**config.mk**
```make
export PLATFORM = sky130hd
export DESIGN_NAME = uart_tx_fifo
export DESIGN_NICKNAME = d
export VERILOG_FILES = /design/src/rtl/uart_pkg.sv /design/src/rtl/sync_fifo.sv /design/src/rtl/uart_tx_fifo.sv
export SDC_FILE = /design/constraint.sdc
export NUM_CORES = 1
export LEC_CHECK = 0
export ABC_AREA = 1
export CAP_MARGIN = 0
export CORE_MARGIN = 4
export CORE_UTILIZATION = 30
export DETAILED_ROUTE_END_ITERATION = 6
export HOLD_SLACK_MARGIN = 0.15
export SYNTH_ARGS = -nofsm -noshare
export SYNTH_HDL_FRONTEND = slang
export SYNTH_SLANG_ARGS = --single-unit
```
**constraint.sdc**
```tcl
create_clock -name clk -period 3.6 [get_ports clk]
set_input_delay 0.72 -clock clk [delete_from_list [all_inputs] [get_ports clk]]
set_output_delay 0.72 -clock clk [all_outputs]
set_load 0.02 [all_outputs]
```
**src/rtl/uart_pkg.sv**
```systemverilog
// Shared types and constants for the buffered UART transmitter.
package uart_pkg;
    typedef enum logic [1:0] {IDLE, START, DATA, STOP} tx_state_t;

    localparam int unsigned DEFAULT_DIV_100MHZ_115200 = 868;
    localparam int unsigned MIN_DIV = 2;
    localparam int unsigned UART_FRAME_BITS = 10;

    // Dividers below MIN_DIV are clamped so every bit lasts at least two cycles.
    function automatic logic [31:0] eff_div(input logic [31:0] d);
        return (d < MIN_DIV) ? 32'(MIN_DIV) : d;
    endfunction
endpackage

```
**src/rtl/sync_fifo.sv**
```systemverilog
// Single-clock circular-buffer FIFO with occupancy count and show-ahead read data.
module sync_fifo #(
    parameter int WIDTH = 8,
    parameter int DEPTH = 16,
    localparam int AW = $clog2(DEPTH),
    localparam int CW = AW + 1
) (
    input  logic             clk,
    input  logic             rst,
    input  logic             push,
    input  logic [WIDTH-1:0] push_data,
    input  logic             pop,
    output logic [WIDTH-1:0] pop_data,
    output logic             full,
    output logic             empty,
    output logic [CW-1:0]    count
);
    logic [WIDTH-1:0] mem [DEPTH];
    logic [AW-1:0]    wr_ptr, rd_ptr;
    logic             do_push, do_pop;

    assign full     = (count == CW'(DEPTH));
    assign empty    = (count == '0);
    assign pop_data = mem[rd_ptr];
    assign do_pop   = pop && !empty;
    // A simultaneous pop frees the slot being written, so full does not block it.
    assign do_push  = push && (!full || do_pop);

    always_ff @(posedge clk) begin
        if (rst) begin
            wr_ptr <= '0;
            rd_ptr <= '0;
            count  <= '0;
        end else begin
            if (do_push) wr_ptr <= wr_ptr + AW'(1);
            if (do_pop)  rd_ptr <= rd_ptr + AW'(1);
            count <= count + CW'(do_push) - CW'(do_pop);
        end
    end

    always_ff @(posedge clk) begin
        if (do_push) mem[wr_ptr] <= push_data;
    end
endmodule

```
**src/rtl/uart_tx_fifo.sv**
```systemverilog
// Buffered 8N1 UART transmitter: byte FIFO in front of a programmable-rate shifter.
module uart_tx_fifo
    import uart_pkg::*;
#(
    parameter int unsigned DEFAULT_DIV = DEFAULT_DIV_100MHZ_115200,
    parameter int          FIFO_DEPTH  = 16,
    parameter int          CNT_W       = $clog2(FIFO_DEPTH) + 1
) (
    input  logic             clk,
    input  logic             rst,
    input  logic [7:0]       wr_data,
    input  logic             wr_valid,
    output logic             wr_ready,
    input  logic             div_we,
    input  logic [31:0]      div_wdata,
    output logic [31:0]      div_rdata,
    output logic             ser_tx,
    output logic             busy,
    output logic [CNT_W-1:0] fifo_count
);
    localparam logic [2:0] LAST_BIT = 3'(UART_FRAME_BITS - 3);

    tx_state_t   state, state_d;
    logic [31:0] div_reg, frame_div, frame_div_d, bit_cnt, bit_cnt_d;
    logic [2:0]  bit_idx, bit_idx_d;
    logic [7:0]  shift_reg, shift_d, pop_data;
    logic        ser_d, push, pop, load, full, empty;
    logic [CNT_W-1:0] count_nxt;

    assign wr_ready  = !full;
    assign push      = wr_valid && wr_ready;
    assign div_rdata = div_reg;
    assign count_nxt = fifo_count + CNT_W'(push) - CNT_W'(pop);

    sync_fifo #(.WIDTH(8), .DEPTH(FIFO_DEPTH)) u_fifo (
        .clk      (clk),
        .rst      (rst),
        .push     (push),
        .push_data(wr_data),
        .pop      (pop),
        .pop_data (pop_data),
        .full     (full),
        .empty    (empty),
        .count    (fifo_count)
    );

    always_comb begin
        state_d     = state;
        ser_d       = ser_tx;
        bit_cnt_d   = bit_cnt;
        bit_idx_d   = bit_idx;
        shift_d     = shift_reg;
        frame_div_d = frame_div;
        load        = 1'b0;
        pop         = 1'b0;
        case (state)
            IDLE:  load = !empty;
            START: begin
                if (bit_cnt == 32'd0) begin
                    ser_d     = shift_reg[0];
                    bit_cnt_d = frame_div - 32'd1;
                    bit_idx_d = 3'd0;
                    state_d   = DATA;
                end else begin
                    bit_cnt_d = bit_cnt - 32'd1;
                end
            end
            DATA: begin
                if (bit_cnt == 32'd0) begin
                    bit_cnt_d = frame_div - 32'd1;
                    if (bit_idx == LAST_BIT) begin
                        ser_d   = 1'b1;
                        state_d = STOP;
                    end else begin
                        shift_d   = {1'b0, shift_reg[7:1]};
                        ser_d     = shift_reg[1];
                        bit_idx_d = bit_idx + 3'd1;
                    end
                end else begin
                    bit_cnt_d = bit_cnt - 32'd1;
                end
            end
            STOP: begin
                if (bit_cnt == 32'd0) begin
                    // Chain straight into the next start bit when more data waits.
                    load    = !empty;
                    state_d = IDLE;
                end else begin
                    bit_cnt_d = bit_cnt - 32'd1;
                end
            end
            default: state_d = IDLE;
        endcase
        // The divider is sampled only here, so writes mid-frame wait for the next frame.
        if (load) begin
            pop         = 1'b1;
            shift_d     = pop_data;
            frame_div_d = eff_div(div_reg);
            bit_cnt_d   = eff_div(div_reg) - 32'd1;
            ser_d       = 1'b0;
            state_d     = START;
        end
    end

    always_ff @(posedge clk) begin
        if (rst) begin
            state     <= IDLE;
            ser_tx    <= 1'b1;
            busy      <= 1'b0;
            div_reg   <= 32'(DEFAULT_DIV);
            frame_div <= eff_div(32'(DEFAULT_DIV));
            bit_cnt   <= '0;
            bit_idx   <= '0;
            shift_reg <= '0;
        end else begin
            state     <= state_d;
            ser_tx    <= ser_d;
            busy      <= (state_d != IDLE) || (count_nxt != '0);
            frame_div <= frame_div_d;
            bit_cnt   <= bit_cnt_d;
            bit_idx   <= bit_idx_d;
            shift_reg <= shift_d;
            if (div_we) div_reg <= div_wdata;
        end
    end
endmodule

```
==> reports/metrics.csv <==
stage,metric,value,unit
finish,"commonest cells after routing, fill and taps aside","346 x nand2_1, 273 x nor2_1, 165 x o21ai_0, 150 x inv_1",
setup_path,CP startpoint,bit_cnt[0]$_SDFFE_PP0P_,
worst_hold_path,WHS Endpoint,frame_div[0]$_SDFFE_PP0P_,
synthesis,Post-synth EDFFs,128,
drt,"antenna viol nets, final",0,
placement,port bufs,83,
clock_network,Worst-Skew Late Latency,0.57,ns
power_and_ir_drop,Lkg Pwr,6.187,nW
power_and_ir_drop,NetSw,0.005463,W
setup_path,Critical Path Source Type,flop,
timing,Final Cycle Share,0.8439,
grt,vias in the first global route,11560,
finish,Area Overhead vs Synth,18.49,%
synthesis,top_reg_cell synth,edfxtp_1,
drt,DR WL/cell,17.68,um
timing,Min Hold Slack,0.4616,ns
finish,share of cells above drive strength 1,0.05830,
synthesis,Synth Register Bits,256,
drt,Via density,5.046,
power_and_ir_drop,Max VDD drop,907.3,uV
setup_path,Critical R2R Capture,busy$_SDFF_PP0_,
power_and_ir_drop,Clk pwr share,0.237,
finish,max reg flops,128,
synthesis,mapped cell area,13330,um^2
setup_path,crit-path cells,"inv_1, ha_1, nand2_1, nor2_1, nand2_1, nor2_4, nand3_4, a21oi_4, ha_1, inv_1, ha_1, inv_1, fa_1, o21ai_0, xor2_1, nor3_1, a21oi_1",
clock_network,root buffer cell,clkbuf_16,
setup_path,worst stage delay on the critical path,0.40,ns
floorplan,area of the core,43460,um^2
finish,nets,1852,
clock_network,H-tree levels,1,
setup_path,Worst setup EP type,flop,
setup_path,r2r worst-path depth,17,
floorplan,Initial Util,0.3067,
floorplan,Die W,218.8,um
finish,Final Instance Area,15790,um^2
synthesis,sequential element share of the synthesized area,0.4807,
grt,GR Overflow Total,0,
timing,final setup violation count,0,
setup_path,flop-to-flop setup slack,0.56,ns
clock_network,hold_buf cts,0,
grt,gr usage total,0.1716,
timing,final setup TNS,0,ns
setup_path,kind of critical path,reg -> reg,
synthesis,"Avg Cell Area, Syn",7.817,um^2
setup_path,CP Max Fanout,5,
synthesis,async set or reset register ratio after synthesis,0,
setup_path,r2r startpoint,bit_cnt[0]$_SDFFE_PP0P_,
timing,"Slew Viols, Final",0,
setup_path,WP data arrival,3.45,ns
placement,GP Congestion,0.9590,
power_and_ir_drop,logic gate share of total power,0.455,
finish,Top reg by flops,u_fifo.mem,
setup_path,"delay-heaviest family, CP",adder cells,
synthesis,Synth Net Count,1776,
clock_network,maximum root-to-sink buffer count,3,
clock_network,clock sinks,256,
floorplan,Die H,218.8,um
synthesis,Yosys warning count,0,
setup_path,Worst Path Buf+Inv,3,
grt,initial antenna violation count,0,
clock_network,CTS resizes,0,
power_and_ir_drop,Switching Fraction,0.4369,
timing,RSZ-0062 raised after global routing,false,
finish,"most common cell after layout, fill and taps aside",nand2_1,
drt,Pre-Repair DR Iteration Count,5,
synthesis,Cells after Synth,1705,
drt,Vias,12040,
timing,Worst-Margin Slew,1.159,ns
timing,Setup Skew,0.01706,ns
outcome,status,completed,
worst_hold_path,WHS Path Cells,2,
drt,final wirelength,42.19,mm
clock_network,Inserted Clock Buffers,26,
timing,slew margin rel.,0.2266,
placement,dpl cell area,14850,um^2
clock_network,Clock Pin Slew Worst Setup and Hold Paths,0.07,ns
setup_path,CP max-delay cell,fa_1,
grt,global-route wire length before repair,65.32,mm
timing,endpoints failing hold,0,
power_and_ir_drop,internal power,0.007042,W
floorplan,io pins,84,
drt,drt drc,0,
finish,Ant. Diodes,0,
job,max cap viols,0,
clock_network,CTS tree,yes,
setup_path,CP required,4.02,ns
floorplan,std cell rows,76,
grt,pin count of the biggest net entering global routing,75,
floorplan,die area,47860,um^2
clock_network,"Setup Fix Bufs, Post-CTS",0,
power_and_ir_drop,Power Density,791.8,nW/um^2
timing,fmax,329.2,MHz
placement,Post-DP HPWL,30.55,mm
timing,min Tclk post-route,3.038,ns
worst_hold_path,Min-Delay Path Class,reg -> reg,
synthesis,Synth cell types,47,
worst_hold_path,HP Start,frame_div[0]$_SDFFE_PP0P_,
finish,Util after Layout,0.3634,
drt,initial DRC count,1111,
power_and_ir_drop,Flop pwr share,0.308,
-- Yosys cell counts (3+ instances only) --
master    count  area (um^2)
a21oi_1      98        490.5
a31oi_1      10        62.56
buf_2        11        55.05
buf_4         5        37.54
buf_6         6        67.56
clkbuf_1     42        157.7
dfxtp_1     128         2562
edfxtp_1    128         3844
ha_1         25        312.8
inv_1       150        563.0
inv_2         5        18.77
nand2_1     346         1299
nand2_2       3        18.77
nand3_1     128        640.6
nand3b_1      3        22.52
nand4_1      26        162.7
nor2_1      273         1025
nor2_2        5        31.28
nor2_4        4        45.04
nor3_1       18        90.09
o211ai_1     11        82.58
o21ai_0     165        825.8
o21ai_1      11        55.05
o221ai_1      4        35.03
o22ai_1      26        162.7
o311ai_0      3        26.28
xnor2_1      14        122.6
xor2_1       31        271.5
-- cells by family (layout without fill, tap and decap cells) --
kind of cell | Yosys count | in the layout | synth area share
AOI/OAI and AO/OA | 338 | 338 | 0.1377
DFF | 256 | 256 | 0.4807
xor gates and xnor gates | 45 | 45 | 0.02957
and+or+nand+nor | 815 | 815 | 0.2566
adders and majority gates | 27 | 27 | 0.02647
buffers and inverters | 224 | 320 | 0.06900
-- through the flow --
step / setup slack [ns] / instances / power [W]
after global placement: 0.6701 / 2338 / 0.009479
after CTS: 0.5592 / 2386 / 0.01250
after floorplan: 0.5489 / 1705 / 0.007956
after detailed placement: 0.5918 / 2338 / 0.009516
final: 0.5621 / 2386 / 0.01251
after global routing: 0.2711 / 2386 / 0.01339
-- worst max path at each step --
stage | cells after the start | endpoint
final | 17 | busy$_SDFF_PP0_
after global routing | 18 | bit_cnt[30]$_SDFFE_PP0P_
after CTS | 17 | busy$_SDFF_PP0_
after detailed placement | 17 | busy$_SDFF_PP0_
after global placement | 17 | busy$_SDFF_PP0_
after floorplan | 19 | busy$_SDFF_PP0_
-- power groups by stage --
stage | Clock (W) | Combinational [W] | Sequential, W
after global placement | 0 | 0.00558 | 0.00390
after CTS | 0.00302 | 0.00563 | 0.00385
final | 0.00296 | 0.00569 | 0.00385
after floorplan | 0 | 0.00409 | 0.00387
after detailed placement | 0 | 0.00561 | 0.00391
after global routing | 0.00313 | 0.00635 | 0.00391
-- per-layer routing --
metal / share of wire / GRT usage
met4: 0.024 / 0.04993
met3: 0.064 / 0.01980
met5: 0 / 0
met2: 0.44 / 0.2640
met1: 0.47 / 0.2544
-- final cells by class --
cell class / instances / area, um^2
Fill cell: 4510 / 27660
Inverter: 157 / 589.3
Multi-Input combinational cell: 1225 / 6010
Clock buffer: 33 / 726.9
Timing Repair Buffer: 115 / 1109
Clock inverter: 15 / 219.0
Sequential cell: 256 / 6407
Tap cell: 585 / 732.0
-- worst register-to-register path, cell delays in order (launching register included) --
cell	delay, ns
dfxtp_1	0.33
inv_1	0.12
ha_1	0.19
nand2_1	0.06
nor2_1	0.10
nand2_1	0.09
nor2_4	0.17
nand3_4	0.14
a21oi_4	0.16
ha_1	0.24
inv_1	0.06
ha_1	0.16
inv_1	0.05
fa_1	0.40
o21ai_0	0.23
xor2_1	0.10
nor3_1	0.20
a21oi_1	0.08
Power figures use the tool's default switching activity.
